==> src/rtl/prbs_pkg.sv <==
// Shared constants and helpers for the PRBS word generator.
package prbs_pkg;

  localparam logic [2:0] MODE_PRBS7  = 3'd0;
  localparam logic [2:0] MODE_PRBS9  = 3'd1;
  localparam logic [2:0] MODE_PRBS15 = 3'd2;
  localparam logic [2:0] MODE_PRBS23 = 3'd3;
  localparam logic [2:0] MODE_PRBS31 = 3'd4;

  localparam logic [4:0] LEN_PRBS7  = 5'd7;
  localparam logic [4:0] LEN_PRBS9  = 5'd9;
  localparam logic [4:0] LEN_PRBS15 = 5'd15;
  localparam logic [4:0] LEN_PRBS23 = 5'd23;
  localparam logic [4:0] LEN_PRBS31 = 5'd31;

  localparam logic [4:0] TAP_PRBS7  = 5'd6;
  localparam logic [4:0] TAP_PRBS9  = 5'd5;
  localparam logic [4:0] TAP_PRBS15 = 5'd14;
  localparam logic [4:0] TAP_PRBS23 = 5'd18;
  localparam logic [4:0] TAP_PRBS31 = 5'd28;

  typedef enum logic [1:0] {
    ST_IDLE = 2'd0,
    ST_RUN  = 2'd1
  } state_e;

  function automatic logic mode_legal(logic [2:0] m);
    return (m <= MODE_PRBS31);
  endfunction

  // Reserved modes fall back to PRBS9 geometry so the datapath never sees L=0.
  function automatic logic [4:0] mode_len(logic [2:0] m);
    case (m)
      MODE_PRBS7:  return LEN_PRBS7;
      MODE_PRBS9:  return LEN_PRBS9;
      MODE_PRBS15: return LEN_PRBS15;
      MODE_PRBS23: return LEN_PRBS23;
      MODE_PRBS31: return LEN_PRBS31;
      default:     return LEN_PRBS9;
    endcase
  endfunction

  function automatic logic [4:0] mode_tap(logic [2:0] m);
    case (m)
      MODE_PRBS7:  return TAP_PRBS7;
      MODE_PRBS9:  return TAP_PRBS9;
      MODE_PRBS15: return TAP_PRBS15;
      MODE_PRBS23: return TAP_PRBS23;
      MODE_PRBS31: return TAP_PRBS31;
      default:     return TAP_PRBS9;
    endcase
  endfunction

  // Ones in the low L bits of the 31-bit state.
  function automatic logic [30:0] mode_mask(logic [2:0] m);
    return 31'h7FFF_FFFF >> (5'd31 - mode_len(m));
  endfunction

endpackage

==> src/rtl/prbs_if.sv <==
// Control and output stream bundle of the PRBS generator.
interface prbs_if #(
  parameter int unsigned W     = 1,
  parameter int unsigned CNT_W = 32
);
  logic             i_en;
  logic             i_load;
  logic [2:0]       i_mode;
  logic [30:0]      i_seed;
  logic             i_inj;
  logic             i_ready;
  logic [W-1:0]     o_data;
  logic             o_valid;
  logic             o_seed_fix;
  logic [CNT_W-1:0] o_cnt;

  modport master (
    input  i_en, i_load, i_mode, i_seed, i_inj, i_ready,
    output o_data, o_valid, o_seed_fix, o_cnt
  );

  modport slave (
    output i_en, i_load, i_mode, i_seed, i_inj, i_ready,
    input  o_data, o_valid, o_seed_fix, o_cnt
  );
endinterface

==> src/rtl/prbs_lfsr_step.sv <==
// Advances the LFSR by W single steps and collects the W emitted bits.
module prbs_lfsr_step
  import prbs_pkg::*;
#(
  parameter int unsigned W = 1
) (
  input  logic [30:0]  state,
  input  logic [2:0]   mode,
  output logic [30:0]  state_nxt,
  output logic [W-1:0] word
);

  logic [4:0]  len;
  logic [4:0]  tap_pos;
  logic [30:0] mask;
  logic [30:0] s;
  logic        fb;

  // Unrolled chain: bit out is s[0], XNOR feedback enters at s[L-1].
  always_comb begin
    len     = mode_len(mode);
    tap_pos = len - mode_tap(mode);
    mask    = mode_mask(mode);
    s       = state & mask;
    fb      = 1'b0;
    word    = '0;
    for (int i = 0; i < int'(W); i++) begin
      word[i] = s[0];
      fb      = ~(s[0] ^ s[tap_pos]);
      s       = ((s >> 1) & mask) | ({30'd0, fb} << (len - 5'd1));
    end
    state_nxt = s;
  end

endmodule

==> src/rtl/prbs_gen.sv <==
// PRBS word source: W sequence bits per transfer, runtime mode/seed, error injection.
//
// state | meaning
// IDLE  | no word held; loads accepted; i_en generates the first word
// RUN   | word held on o_data until i_ready accepts it
module prbs_gen
  import prbs_pkg::*;
#(
  parameter int unsigned W            = 1,
  parameter logic [2:0]  DEFAULT_MODE = MODE_PRBS9,
  parameter logic [30:0] SEED         = '0,
  parameter int unsigned CNT_W        = 32
) (
  input logic    clk,
  input logic    rst,
  prbs_if.master bus
);

  state_e           state_q, state_d;
  logic [30:0]      lfsr_q;
  logic [2:0]       mode_q;
  logic [W-1:0]     data_q;
  logic             valid_q;
  logic             fix_q;
  logic             inj_q;
  logic [CNT_W-1:0] cnt_q;

  logic             gen;
  logic             load;
  logic             xfer;
  logic             inj_pend;
  logic             load_ok;
  logic             seed_lock;
  logic [30:0]      load_mask;
  logic [30:0]      seed_m;
  logic [30:0]      step_nxt;
  logic [W-1:0]     step_word;

  prbs_lfsr_step #(.W(W)) u_step (
    .state     (lfsr_q),
    .mode      (mode_q),
    .state_nxt (step_nxt),
    .word      (step_word)
  );

  assign xfer      = valid_q & bus.i_ready;
  assign inj_pend  = inj_q | bus.i_inj;
  assign load_mask = mode_mask(bus.i_mode);
  assign seed_m    = bus.i_seed & load_mask;
  assign seed_lock = (seed_m == load_mask);
  assign load_ok   = load & mode_legal(bus.i_mode);

  // Next-state decode; a load strobe in IDLE takes priority over i_en.
  always_comb begin
    state_d = state_q;
    gen     = 1'b0;
    load    = 1'b0;
    case (state_q)
      ST_IDLE: begin
        if (bus.i_load) begin
          load = 1'b1;
        end else if (bus.i_en) begin
          gen     = 1'b1;
          state_d = ST_RUN;
        end
      end
      ST_RUN: begin
        if (xfer) begin
          if (bus.i_en) gen = 1'b1;
          else          state_d = ST_IDLE;
        end
      end
      default: state_d = ST_IDLE;
    endcase
  end

  // FSM state register.
  always_ff @(posedge clk or posedge rst) begin
    if (rst) state_q <= ST_IDLE;
    else     state_q <= state_d;
  end

  // Output word register; valid follows the registered FSM state.
  always_ff @(posedge clk or posedge rst) begin
    if (rst) begin
      valid_q <= 1'b0;
      data_q  <= '0;
    end else begin
      valid_q <= (state_d == ST_RUN);
      if (gen) data_q <= step_word ^ W'(inj_pend);
    end
  end

  // LFSR state, mode and lockup-seed replacement.
  always_ff @(posedge clk or posedge rst) begin
    if (rst) begin
      lfsr_q <= SEED & mode_mask(DEFAULT_MODE);
      mode_q <= DEFAULT_MODE;
      fix_q  <= 1'b0;
    end else if (load_ok) begin
      mode_q <= bus.i_mode;
      lfsr_q <= seed_lock ? 31'd0 : seed_m;
      fix_q  <= fix_q | seed_lock;
    end else if (gen) begin
      lfsr_q <= step_nxt;
    end
  end

  // Inject flag: armed by any pulse, consumed by the next generated word.
  always_ff @(posedge clk or posedge rst) begin
    if (rst)      inj_q <= 1'b0;
    else if (gen) inj_q <= 1'b0;
    else          inj_q <= inj_pend;
  end

  // Transferred-word counter, free-running wrap.
  always_ff @(posedge clk or posedge rst) begin
    if (rst)       cnt_q <= '0;
    else if (xfer) cnt_q <= cnt_q + CNT_W'(1);
  end

  assign bus.o_data     = data_q;
  assign bus.o_valid    = valid_q;
  assign bus.o_seed_fix = fix_q;
  assign bus.o_cnt      = cnt_q;

endmodule

==> src/flat_wrapper.sv <==
// flat-port wrapper written by rule: the top's interface ports become plain ports
module prbs_gen_flat import prbs_pkg::*;
#(
  parameter int unsigned W            = 1,
  parameter logic [2:0]  DEFAULT_MODE = MODE_PRBS9,
  parameter logic [30:0] SEED         = '0,
  parameter int unsigned CNT_W        = 32
)
  (clk, rst, bus_i_en, bus_i_load, bus_i_mode, bus_i_seed, bus_i_inj, bus_i_ready, bus_o_data, bus_o_valid, bus_o_seed_fix, bus_o_cnt);
  prbs_if #(.W(W), .CNT_W(CNT_W)) bus_i ();
  input logic clk;
  input logic rst;
  input wire logic [$bits(bus_i.i_en)-1:0] bus_i_en;
  input wire logic [$bits(bus_i.i_load)-1:0] bus_i_load;
  input wire logic [$bits(bus_i.i_mode)-1:0] bus_i_mode;
  input wire logic [$bits(bus_i.i_seed)-1:0] bus_i_seed;
  input wire logic [$bits(bus_i.i_inj)-1:0] bus_i_inj;
  input wire logic [$bits(bus_i.i_ready)-1:0] bus_i_ready;
  output wire logic [$bits(bus_i.o_data)-1:0] bus_o_data;
  output wire logic [$bits(bus_i.o_valid)-1:0] bus_o_valid;
  output wire logic [$bits(bus_i.o_seed_fix)-1:0] bus_o_seed_fix;
  output wire logic [$bits(bus_i.o_cnt)-1:0] bus_o_cnt;
  assign bus_i.i_en = bus_i_en;
  assign bus_i.i_load = bus_i_load;
  assign bus_i.i_mode = bus_i_mode;
  assign bus_i.i_seed = bus_i_seed;
  assign bus_i.i_inj = bus_i_inj;
  assign bus_i.i_ready = bus_i_ready;
  assign bus_o_data = bus_i.o_data;
  assign bus_o_valid = bus_i.o_valid;
  assign bus_o_seed_fix = bus_i.o_seed_fix;
  assign bus_o_cnt = bus_i.o_cnt;
  prbs_gen #(.W(W), .DEFAULT_MODE(DEFAULT_MODE), .SEED(SEED), .CNT_W(CNT_W)) u_core (.clk(clk), .rst(rst), .bus(bus_i));
endmodule
==> config.mk <==
export PLATFORM = sky130hd
export DESIGN_NAME = prbs_gen_flat
export DESIGN_NICKNAME = d
export VERILOG_FILES = /design/src/rtl/prbs_pkg.sv /design/src/rtl/prbs_if.sv /design/src/rtl/prbs_lfsr_step.sv /design/src/rtl/prbs_gen.sv /design/src/flat_wrapper.sv
export SDC_FILE = /design/constraint.sdc
export NUM_CORES = 1
export LEC_CHECK = 0
export CAP_MARGIN = 20
export CORE_MARGIN = 1
export CORE_UTILIZATION = 35
export DETAILED_ROUTE_END_ITERATION = 8
export GPL_TIMING_DRIVEN = 1
export MAX_ROUTING_LAYER = met4
export PLACE_DENSITY = 0.68
export SYNTH_ARGS = -nofsm -noshare
export SYNTH_HDL_FRONTEND = slang
export SYNTH_SLANG_ARGS = --single-unit
==> constraint.sdc <==
create_clock -name clk -period 3.12 [get_ports clk]
set_input_delay 0.624 -clock clk [delete_from_list [all_inputs] [get_ports clk]]
set_output_delay 0.624 -clock clk [all_outputs]
set_load 0.05 [all_outputs]
# == Word level (Yosys, flattened, before mapping) ==
# Index checks and enable logic that the tools add are counted.
# totals
regBits,72
latch_bits,0
ramBits,0
rom_bits,0
out_inout_bits,35
wordCells,62
n_memories,0
# op_classes
n_addsub,5
multipliers,0
div,0
magnitude_cmp,2
n_eq_ne,9
shifts,3
mux,20
n_bitwise,11
n_reduce_logical,4
# op_table
op,n
$mux W31,3
$and A31 B31 Y31,2
$shr A31 B5 Y31 const A,2
$pmux W5 S4,3
$add A32 B1 Y32 const B,1
$and A30 B31 Y31,1
$eq A31 B31 Y1,1
$or A31 B31 Y31,1
$shl A1 B5 Y31,1
$eq A3 B2 Y1 const B,4
$sub A5 B5 Y5 const A,2
$mux W2,4
$mux W1,7
$eq A3 B3 Y1 const B,2
$logic_not A3 Y1,2
$lt A5 B6 Y1 const B,1
$bmux W1 S5,1
$sub A5 B1 Y5 const B,1
$sub A5 B5 Y5,1
$eq A2 B1 Y1 const B,2
$pmux W2 S2,1
$le A3 B3 Y1 const B,1
$and A1 B1 Y1,2
$logic_not A2 Y1,1
other kinds (5),7

# == Depth between registers and ports, before layout ==
# Gate-level depths: netlist (run 1).
# depth
word_depth,13
ltp_mapped,8
depth_no_buf,6

# == Modules after synthesis ==
# From an unflattened synthesis (run 1), not the netlist that was laid out.
# hier_totals
cells_unflattened,383
hier_area_um2,3711.1
# by_module_without_submodules
mod,n_inst,cells_each,area_per_inst_um2,seq_area_each_um2
prbs_gen,1,334,3397.0,1803.0
prbs_lfsr_step,1,49,314.1,0.0

# == Least setup slack after synthesis (run 1) ==
# OpenSTA, ideal clock, no wires.
# synth_path
path_kind,reg2reg
from,reg u_core.cnt_q[0] (netlist: u_core.bus.o_cnt[0])
to,reg u_core.cnt_q[28] (netlist: u_core.bus.o_cnt[28])
setup_ns,0.141
t_arrival_ns,1.965
path_slack_ns,1.014
stages_incl_launch_ff,8
n_path_buf,1
period_less_slack_ns,2.106
path_cell_list,dfrtp_1 > ha_1 > nand3_1 > or2_1 > buf_4 > nor4_4 > nand3_1 > xnor2_1
# synth_between
elab_chain_cells,1
# synth_rtl
element,line_no,text
"start, declared",prbs_gen.sv:26,logic [CNT_W-1:0] cnt_q;
"start signal, assigned",prbs_gen.sv:119,else if (xfer) cnt_q <= cnt_q + CNT_W'(1);
$add A32 B1 Y32,prbs_gen.sv:119,
# No other way between the ends.
# A chain may end at the register's enable or synchronous reset.

# == Worst setup path in the final report (run 1) ==
# layout_path
from,in bus_i_mode[0]
to,reg u_core.lfsr_q[18]
# layout_between
elab_chain_cells,8
elab_cells_between_ends,14
classes_between,1 x add/sub; 1 x order compare; 4 x eq/ne; 1 x shift; 3 x mux; 2 x bitwise; 2 x reduce/logical
# layout_rtl
element,line_no,text
"start, declared",flat_wrapper.sv:15,input wire logic [$bits(bus_i.i_mode)-1:0] bus_i_mode;
"$eq A3 B3 Y1, or another cell as far along",prbs_pkg.sv:33,case (m)
$pmux W5 S4,prbs_pkg.sv:33,
$sub A5 B5 Y5,prbs_pkg.sv:56,return 31'h7FFF_FFFF >> (5'd31 - mode_len(m));
$shr A31 B5 Y31,prbs_pkg.sv:56,
$and A31 B31 Y31,prbs_gen.sv:49,assign seed_m = bus.i_seed & load_mask;
$eq A31 B31 Y1,prbs_gen.sv:50,assign seed_lock = (seed_m == load_mask);
$mux W31,prbs_gen.sv:102,lfsr_q <= seed_lock ? 31'd0 : seed_m;
$mux W31,prbs_gen.sv:100,end else if (load_ok) begin
"end signal, assigned",prbs_gen.sv:97,lfsr_q <= SEED & mode_mask(DEFAULT_MODE);
"end signal, assigned",prbs_gen.sv:102,
"end signal, assigned",prbs_gen.sv:105,lfsr_q <= step_nxt;
"end, declared",prbs_gen.sv:20,logic [30:0] lfsr_q;
# Several ways; a longest one is shown, not always the timed one.

==> results of run 1 <==
-- worst min-delay path: cells and delay by family (launching register included) --
| family | cells | cell delay, ns |
|---|---|---|
| AOI/OAI and AO/OA | 1 | 0.05 |
| DFF | 1 | 0.34 |
| buffers and inverters | 1 | 0.04 |
-- cell families after synthesis --
family / Yosys count / synth area share
AND/OR/NAND/NOR: 131 / 0.189
buffers and inverters: 40 / 0.0448
multiplexers: 10 / 0.0280
XOR/XNOR: 35 / 0.0838
AO/OA/AOI/OAI: 92 / 0.157
flip-flops: 72 / 0.493
other: 1 / 0.00102
adder cells (fa/ha/maj): 1 / 0.00342
-- flip-flops by register name, indices dropped and copies added, names as in the netlist --
register	cells
u_core.inj_q	1
u_core.bus.o_valid	1
u_core.mode_q	3
u_core.bus.o_data	1
u_core.state_q	2
u_core.lfsr_q	31
u_core.bus.o_cnt	32
u_core.bus.o_seed_fix	1
-- where the power goes --
group	switching (µW)	internal, µW
clock network	339	411
registers	147	1090
logic	369	284
-- per-layer routing --
| layer | GRT usage | vias up | wire length [µm] |
|---|---|---|---|
| met5 | - | - | 0 |
| met4 | 0.0602 | 0 | 154 |
| met3 | 0.0320 | 12 | 441 |
| met2 | 0.270 | 118 | 4000 |
| met1 | 0.216 | 1520 | 3980 |
| li1 | - | 1513 | - |
-- placed cells by master, fill, tap and decap left out, types with 15 or more instances in the layout --
cell type	n
sky130_fd_sc_hd__clkdlybuf4s50_1	74
sky130_fd_sc_hd__dfrtp_1	71
sky130_fd_sc_hd__a21oi_1	39
sky130_fd_sc_hd__nor2_1	36
sky130_fd_sc_hd__nand2_1	28
sky130_fd_sc_hd__xnor2_1	22
sky130_fd_sc_hd__inv_1	20
sky130_fd_sc_hd__o211ai_1	17
sky130_fd_sc_hd__nand4_1	15
-- stage by stage --
step	power (µW)	hold WS, ns
after floorplan	1660	0.456
after detailed placement	1900	0.462
after global routing	2770	0.507
after CTS	2660	0.478
after global placement	1890	0.459
final	2640	0.468
-- layout make-up --
type / count / area (µm²)
Multi-Input combinational cell: 270 / 1700
Clock buffer: 13 / 159
Sequential cell: 72 / 1800
Clock inverter: 3 / 40.0
Tap cell: 133 / 166
Timing Repair Buffer: 84 / 828
Fill cell: 932 / 5180
Inverter: 22 / 82.6
-- worst paths after layout --
check | to | slack [ns] | cells after the start
worst max-delay path | u_core.lfsr_q[18] | 0.62 | 8
worst min-delay path | u_core.bus.o_seed_fix | 0.47 | 2
worst max register to register | u_core.lfsr_q[18] | 1.07 | 7
worst min register to register | u_core.bus.o_seed_fix | 0.47 | 2
max in group asynchronous | u_core.mode_q[0] | 2.11 | 3
min in group asynchronous | u_core.bus.o_cnt[27] | 0.68 | 3
-- cells in the mapped netlist (3+ instances only) --
master and instances:
sky130_fd_sc_hd__a21oi_1 39, sky130_fd_sc_hd__and3_1 3, sky130_fd_sc_hd__buf_2 5, sky130_fd_sc_hd__clkbuf_1 10
sky130_fd_sc_hd__dfrtp_1 71, sky130_fd_sc_hd__inv_1 21, sky130_fd_sc_hd__mux2i_1 8, sky130_fd_sc_hd__nand2_1 28
sky130_fd_sc_hd__nand3_1 10, sky130_fd_sc_hd__nand4_1 15, sky130_fd_sc_hd__nor2_1 36, sky130_fd_sc_hd__nor2b_1 3
sky130_fd_sc_hd__nor3_1 11, sky130_fd_sc_hd__nor3b_1 3, sky130_fd_sc_hd__o211ai_1 17, sky130_fd_sc_hd__o21ai_1 4
sky130_fd_sc_hd__o22ai_1 13, sky130_fd_sc_hd__or3_1 3, sky130_fd_sc_hd__xnor2_1 22, sky130_fd_sc_hd__xor2_1 13
==> run metrics, run 1 <==
gr ovfl total 0; number of diodes 0; all-layer global routing usage 0.170; share of the synthesized area in the top cell type 0.485; power per cell area 553 mW/mm²; clock slew at reported path FFs 0.07 ns; port buffer count 74; Setup Total Neg Slack 0 ns; sequential element share of the synthesized area 0.493; Lkg Pwr 0.00205 µW; cts hold-fix bufs 0; count of max-cap constraint violations 0; post-layout worst setup margin 0.621 ns; result of the run finished clean; Chip Height 104 µm; fraction of synthesis flops using an asynchronous set or reset pin 1.00; type of the worst setup path in -> reg; HPWL Detailed 6140 µm; standard cell area after detailed placement 0.00458 mm²; starting utilization of the core area 0.368; vias in the first global route 3,057; element type at the critical path end register; number of top-level pins 75; Final Cell Area 0.00478 mm²; WL final 8580 µm; final setup vio count 0; hold path startpoint u_core.bus.o_seed_fix; signal arrival time at the worst endpoint 2.77 ns; cell type with the largest total area after synthesis sky130_fd_sc_hd__dfrtp_1; count of vias placed by the detailed router 3,163; number of buffer and inverter instances along the worst setup path 3; Starting DRT DRC Count 151; clock tree from TritonCTS built; Period minus WS final 2.50 ns; critical path required time 3.39 ns; count of endpoints failing hold in the final timing report 0; final worst path period share 0.801; cell total after placement 581; die area 0.0109 mm²; Synth Flop Type sky130_fd_sc_hd__dfrtp_1; syn avg cell area 9.58 µm²; buffer cell driving the clock tree root sky130_fd_sc_hd__clkbuf_8; total count of max-transition violations in the final report 0; area grow syn2layout 30.5%; maximum fanout count along the critical path 22; routed wirelength normalized by instance count 14.4 µm; synthesized instance count 382; Initial DRT Pass Iterations 7; library cell contributing the largest single delay on the critical path sky130_fd_sc_hd__clkdlybuf4s50_1; largest net degree at the start of global routing 73; DR vias/cell 5.30; startpoint class of the critical path primary input; slowest cell delay on critical path 0.60 ns; buffer depth of the longest clock path 2; unrepaired setup endpoints after global routing no; cells traversed along the worst timing path clkdlybuf4s50_1 -> o21a_1 -> nor3_2 -> buf_4 -> nor2_1 -> buf_4 -> a21oi_1 -> a21oi_1; CP startpoint bus_i_mode[0]; Post-CTS Resized 0; Slew headroom 0.554; fraction of final layout cells with drive strength greater than 1 0.0797; antenna violations before repair 0; maximum level of the CTS H-tree 3; RePlAce Congestion 0.890; critical register-to-register path startpoint u_core.state_q[0]; Layout Skew 0.00607 ns; post-detailed-route count of antenna-violating nets 0; utilization after layout 0.480; count of unresolved DRC violations after routing 0; peak supply drop 0.361 mV; net count of the mapped netlist 423; number of buffers created by CTS 9; setup fix buffers added after clock tree synthesis 0; die outline width 104 µm; global-route wire length before repair 14,500 µm; non-filler instance count after layout 597; clock latency on the worst-skew pair 0.34 ns; Min-Delay Path Class reg -> reg; total of flip-flops plus latches after synthesis 72; Cell variety after synth 54; measured slew at the worst slew-check pin 0.666 ns; yosys synthesis warning count 0; num rows 36; net count of the finished layout 500; number of enable flip-flop cells after synthesis 0; achievable clock frequency 400 MHz; post-synthesis instance area 0.00366 mm²; worst slack at placement 0.315 ns; Std-Cell Core Area 0.00995 mm²; CTS Sinks 72; cell type group with the largest total delay on the critical path buffers and inverters; Synth area leaders sky130_fd_sc_hd__dfrtp_1 49%, sky130_fd_sc_hd__a21oi_1 5.3%, sky130_fd_sc_hd__xnor2_1 5.3%
(Power assumes the default switching activity.)
==> run 2, diff against run 1 <==
- clock period: 3.12 -> 2.4 ns (I/O delays scaled with it)
==> run 2 against run 1 <==
Final area up 2.2%. Clock-buffer cell count down 1. Register-to-register slack worse by 0.57 ns. Combinational power up 34%. First-iteration DRC count up 13%. Worst setup slack worse by 0.44 ns. Critical path depth down 1. Via count up 0.35%. Die area unchanged. Clock power up 33%. Total power up 32%. Final cell count up 2.2%. Critical path type unchanged. Largest power group unchanged.
==> run metrics, run 2 (synthesized netlist as in run 1, its figures left out) <==
critical path required time 2.61 ns (-0.78 ns); buffer depth of the longest clock path 2 (unchanged); fraction of power consumed by combinational cells 0.252 (+0.004); Initial DRT Pass Iterations 5 (-2); Lkg Pwr 0.00211 µW (+3.1%); CTS Sinks 72 (unchanged); clock slew at reported path FFs 0.08 ns (about the same); signal arrival time at the worst endpoint 2.43 ns (-0.34 ns); final worst path period share 0.926; num rows 36 (unchanged); Pint 2340 µW (+31%); number of top-level pins 75 (unchanged); measured slew at the worst slew-check pin 0.607 ns (-0.0594 ns); global-route wire length before repair 14,800 µm (+2.1%); port buffer count 74 (unchanged); Worst Reg2Reg Path Length in Cells 5 (-2); all-layer global routing usage 0.178 (+0.00821); CP startpoint bus_i_seed[1]; number of buffers created by CTS 9 (unchanged); clock tree from TritonCTS built; switching power of the nets 1130 µW (+33%); starting utilization of the core area 0.368 (unchanged); count of endpoints failing hold in the final timing report 0 (unchanged); largest net degree at the start of global routing 31 (-58%); register share of total power 0.461 (-0.007); setup fix buffers added after clock tree synthesis 0 (unchanged); Final Cell Area 0.00488 mm² (+2.2%); non-filler instance count after layout 610 (+2.2%); HPWL Detailed 6580 µm (+7.1%); uppermost routed layer met4; Min-Delay Path Class in -> async; Post-CTS Resized 0 (unchanged); WL final 8790 µm (+2.4%); net count of the finished layout 513 (+2.6%); DR vias/cell 5.20 (-1.8%); number of diodes 0 (unchanged); maximum level of the CTS H-tree 3 (unchanged); critical register-to-register path startpoint u_core.bus.o_cnt[11]; capture point of the critical path u_core.lfsr_q[30]; most common cell after layout, fill and taps aside sky130_fd_sc_hd__clkdlybuf4s50_1; standard cell area after detailed placement 0.00468 mm² (+2.1%); unrepaired setup endpoints after global routing no; routed wirelength normalized by instance count 14.4 µm (+0.25%); count of vias placed by the detailed router 3,174 (+0.35%); count of max-cap constraint violations 0 (unchanged); Slew headroom 0.593 (+0.0385); Chip Height 104 µm (unchanged); fraction of final layout cells with drive strength greater than 1 0.107 (+0.0272); Std-Cell Core Area 0.00995 mm² (unchanged); sum of routed wire segments on met1 4070 µm (+2.1%); vias in the first global route 3,122 (+2.1%); Met2 Wirelength 4150 µm (+3.6%); Period minus WS final 2.22 ns; Starting DRT DRC Count 170 (+13%); achievable clock frequency 450 MHz; cts hold-fix bufs 0 (unchanged); antenna violations before repair 0 (unchanged); result of the run finished clean; peak supply drop 0.494 mV (+37%); type of the worst setup path in -> reg; element type at the critical path end register; Setup Total Neg Slack 0 ns (unchanged); sum of internal, switching and leakage power 3470 µW (+32%); Fill cells 929 (-0.32%); Largest register FFs 32 (unchanged); count of unresolved DRC violations after routing 0 (unchanged); Layout Skew 0.00688 ns (+0.000806 ns); maximum fanout count along the critical path 8 (-64%); die area 0.0109 mm² (unchanged); commonest cells after routing, fill and taps aside 74 x sky130_fd_sc_hd__clkdlybuf4s50_1, 71 x sky130_fd_sc_hd__dfrtp_1, 39 x sky130_fd_sc_hd__a21oi_1; met3 routed wirelength 381 µm (-14%); RePlAce Congestion 0.867 (-2.5%); switching part of the total 0.327 (+0.00249); post-detailed-route count of antenna-violating nets 0 (unchanged); startpoint class of the critical path primary input; final setup vio count 0 (unchanged); gr ovfl total 0 (unchanged); clock latency on the worst-skew pair 0.35 ns (about the same); total count of max-transition violations in the final report 0 (unchanged); worst r2r dst u_core.bus.o_cnt[24]; area grow syn2layout 33.4%; part of the total power dissipated in the clock network 0.287 (+0.003); buffer cell driving the clock tree root sky130_fd_sc_hd__clkbuf_8; Reg2Reg Setup Slack 0.50 ns (-0.57 ns); power per cell area 711 mW/mm² (+29%); die outline width 104 µm (unchanged); utilization after layout 0.490 (+0.0106); cell total after placement 594 (+2.2%)
[run 2: final cells by class]
| cell class | count | area (µm²) | area share |
|---|---|---|---|
| well taps | 133 | 166 | 0.0341 |
| clock buffers | 12 | 155 | 0.0318 |
| clock inverters | 4 | 51.3 | 0.0105 |
| inverters | 22 | 82.6 | 0.0169 |
| repair buffers | 97 | 926 | 0.190 |
| multi-input cells | 270 | 1700 | 0.348 |
| flip-flops and latches | 72 | 1800 | 0.369 |
[run 2: worst min path at each step]
| stage | to | slack [ns] | cells past startpoint | start |
|---|---|---|---|---|
| after global routing | u_core.bus.o_cnt[29] | 0.49 | 2 | rst |
| after CTS | u_core.bus.o_cnt[29] | 0.46 | 2 | rst |
| after detailed placement | u_core.inj_q | 0.48 | 2 | u_core.inj_q |
| final | u_core.bus.o_cnt[28] | 0.46 | 2 | rst |
| after global placement | u_core.bus.o_cnt[31] | 0.46 | 1 | u_core.bus.o_cnt[31] |
| after floorplan | u_core.lfsr_q[30] | 0.46 | 2 | u_core.lfsr_q[30] |
[run 2: critical path, stage by stage]
cell and delay (ns):
sky130_fd_sc_hd__clkdlybuf4s50_1 0.45, sky130_fd_sc_hd__inv_1 0.05, sky130_fd_sc_hd__nor4_1 0.42, sky130_fd_sc_hd__buf_4 0.19
sky130_fd_sc_hd__o211ai_1 0.14, sky130_fd_sc_hd__o21ai_1 0.53, sky130_fd_sc_hd__o221ai_1 0.18
[run 2: metrics by stage]
step,setup slack [ns],hold slack (ns)
2_1_floorplan,0.0967,0.456
3_3_place_gp,-0.181,0.460
3_5_place_dp,-0.219,0.477
4_1_cts,0.141,0.463
5_1_grt,0.00888,0.493
6_report,0.177,0.457
[run 2: layer usage]
metal / vias to the layer above / GRT usage
li1: 1538 / -
met1: 1517 / 0.217
met2: 99 / 0.282
met3: 20 / 0.0489
met4: 0 / 0.0622
met5: - / -
[run 2: power groups by stage]
stage | sequential, µW | combinational, µW | clock [µW]
after detailed placement | 1620 | 874 | 0
after CTS | 1600 | 879 | 1030
after global routing | 1630 | 966 | 1090
after floorplan | 1710 | 456 | 0
after global placement | 1610 | 852 | 0
final | 1600 | 874 | 998
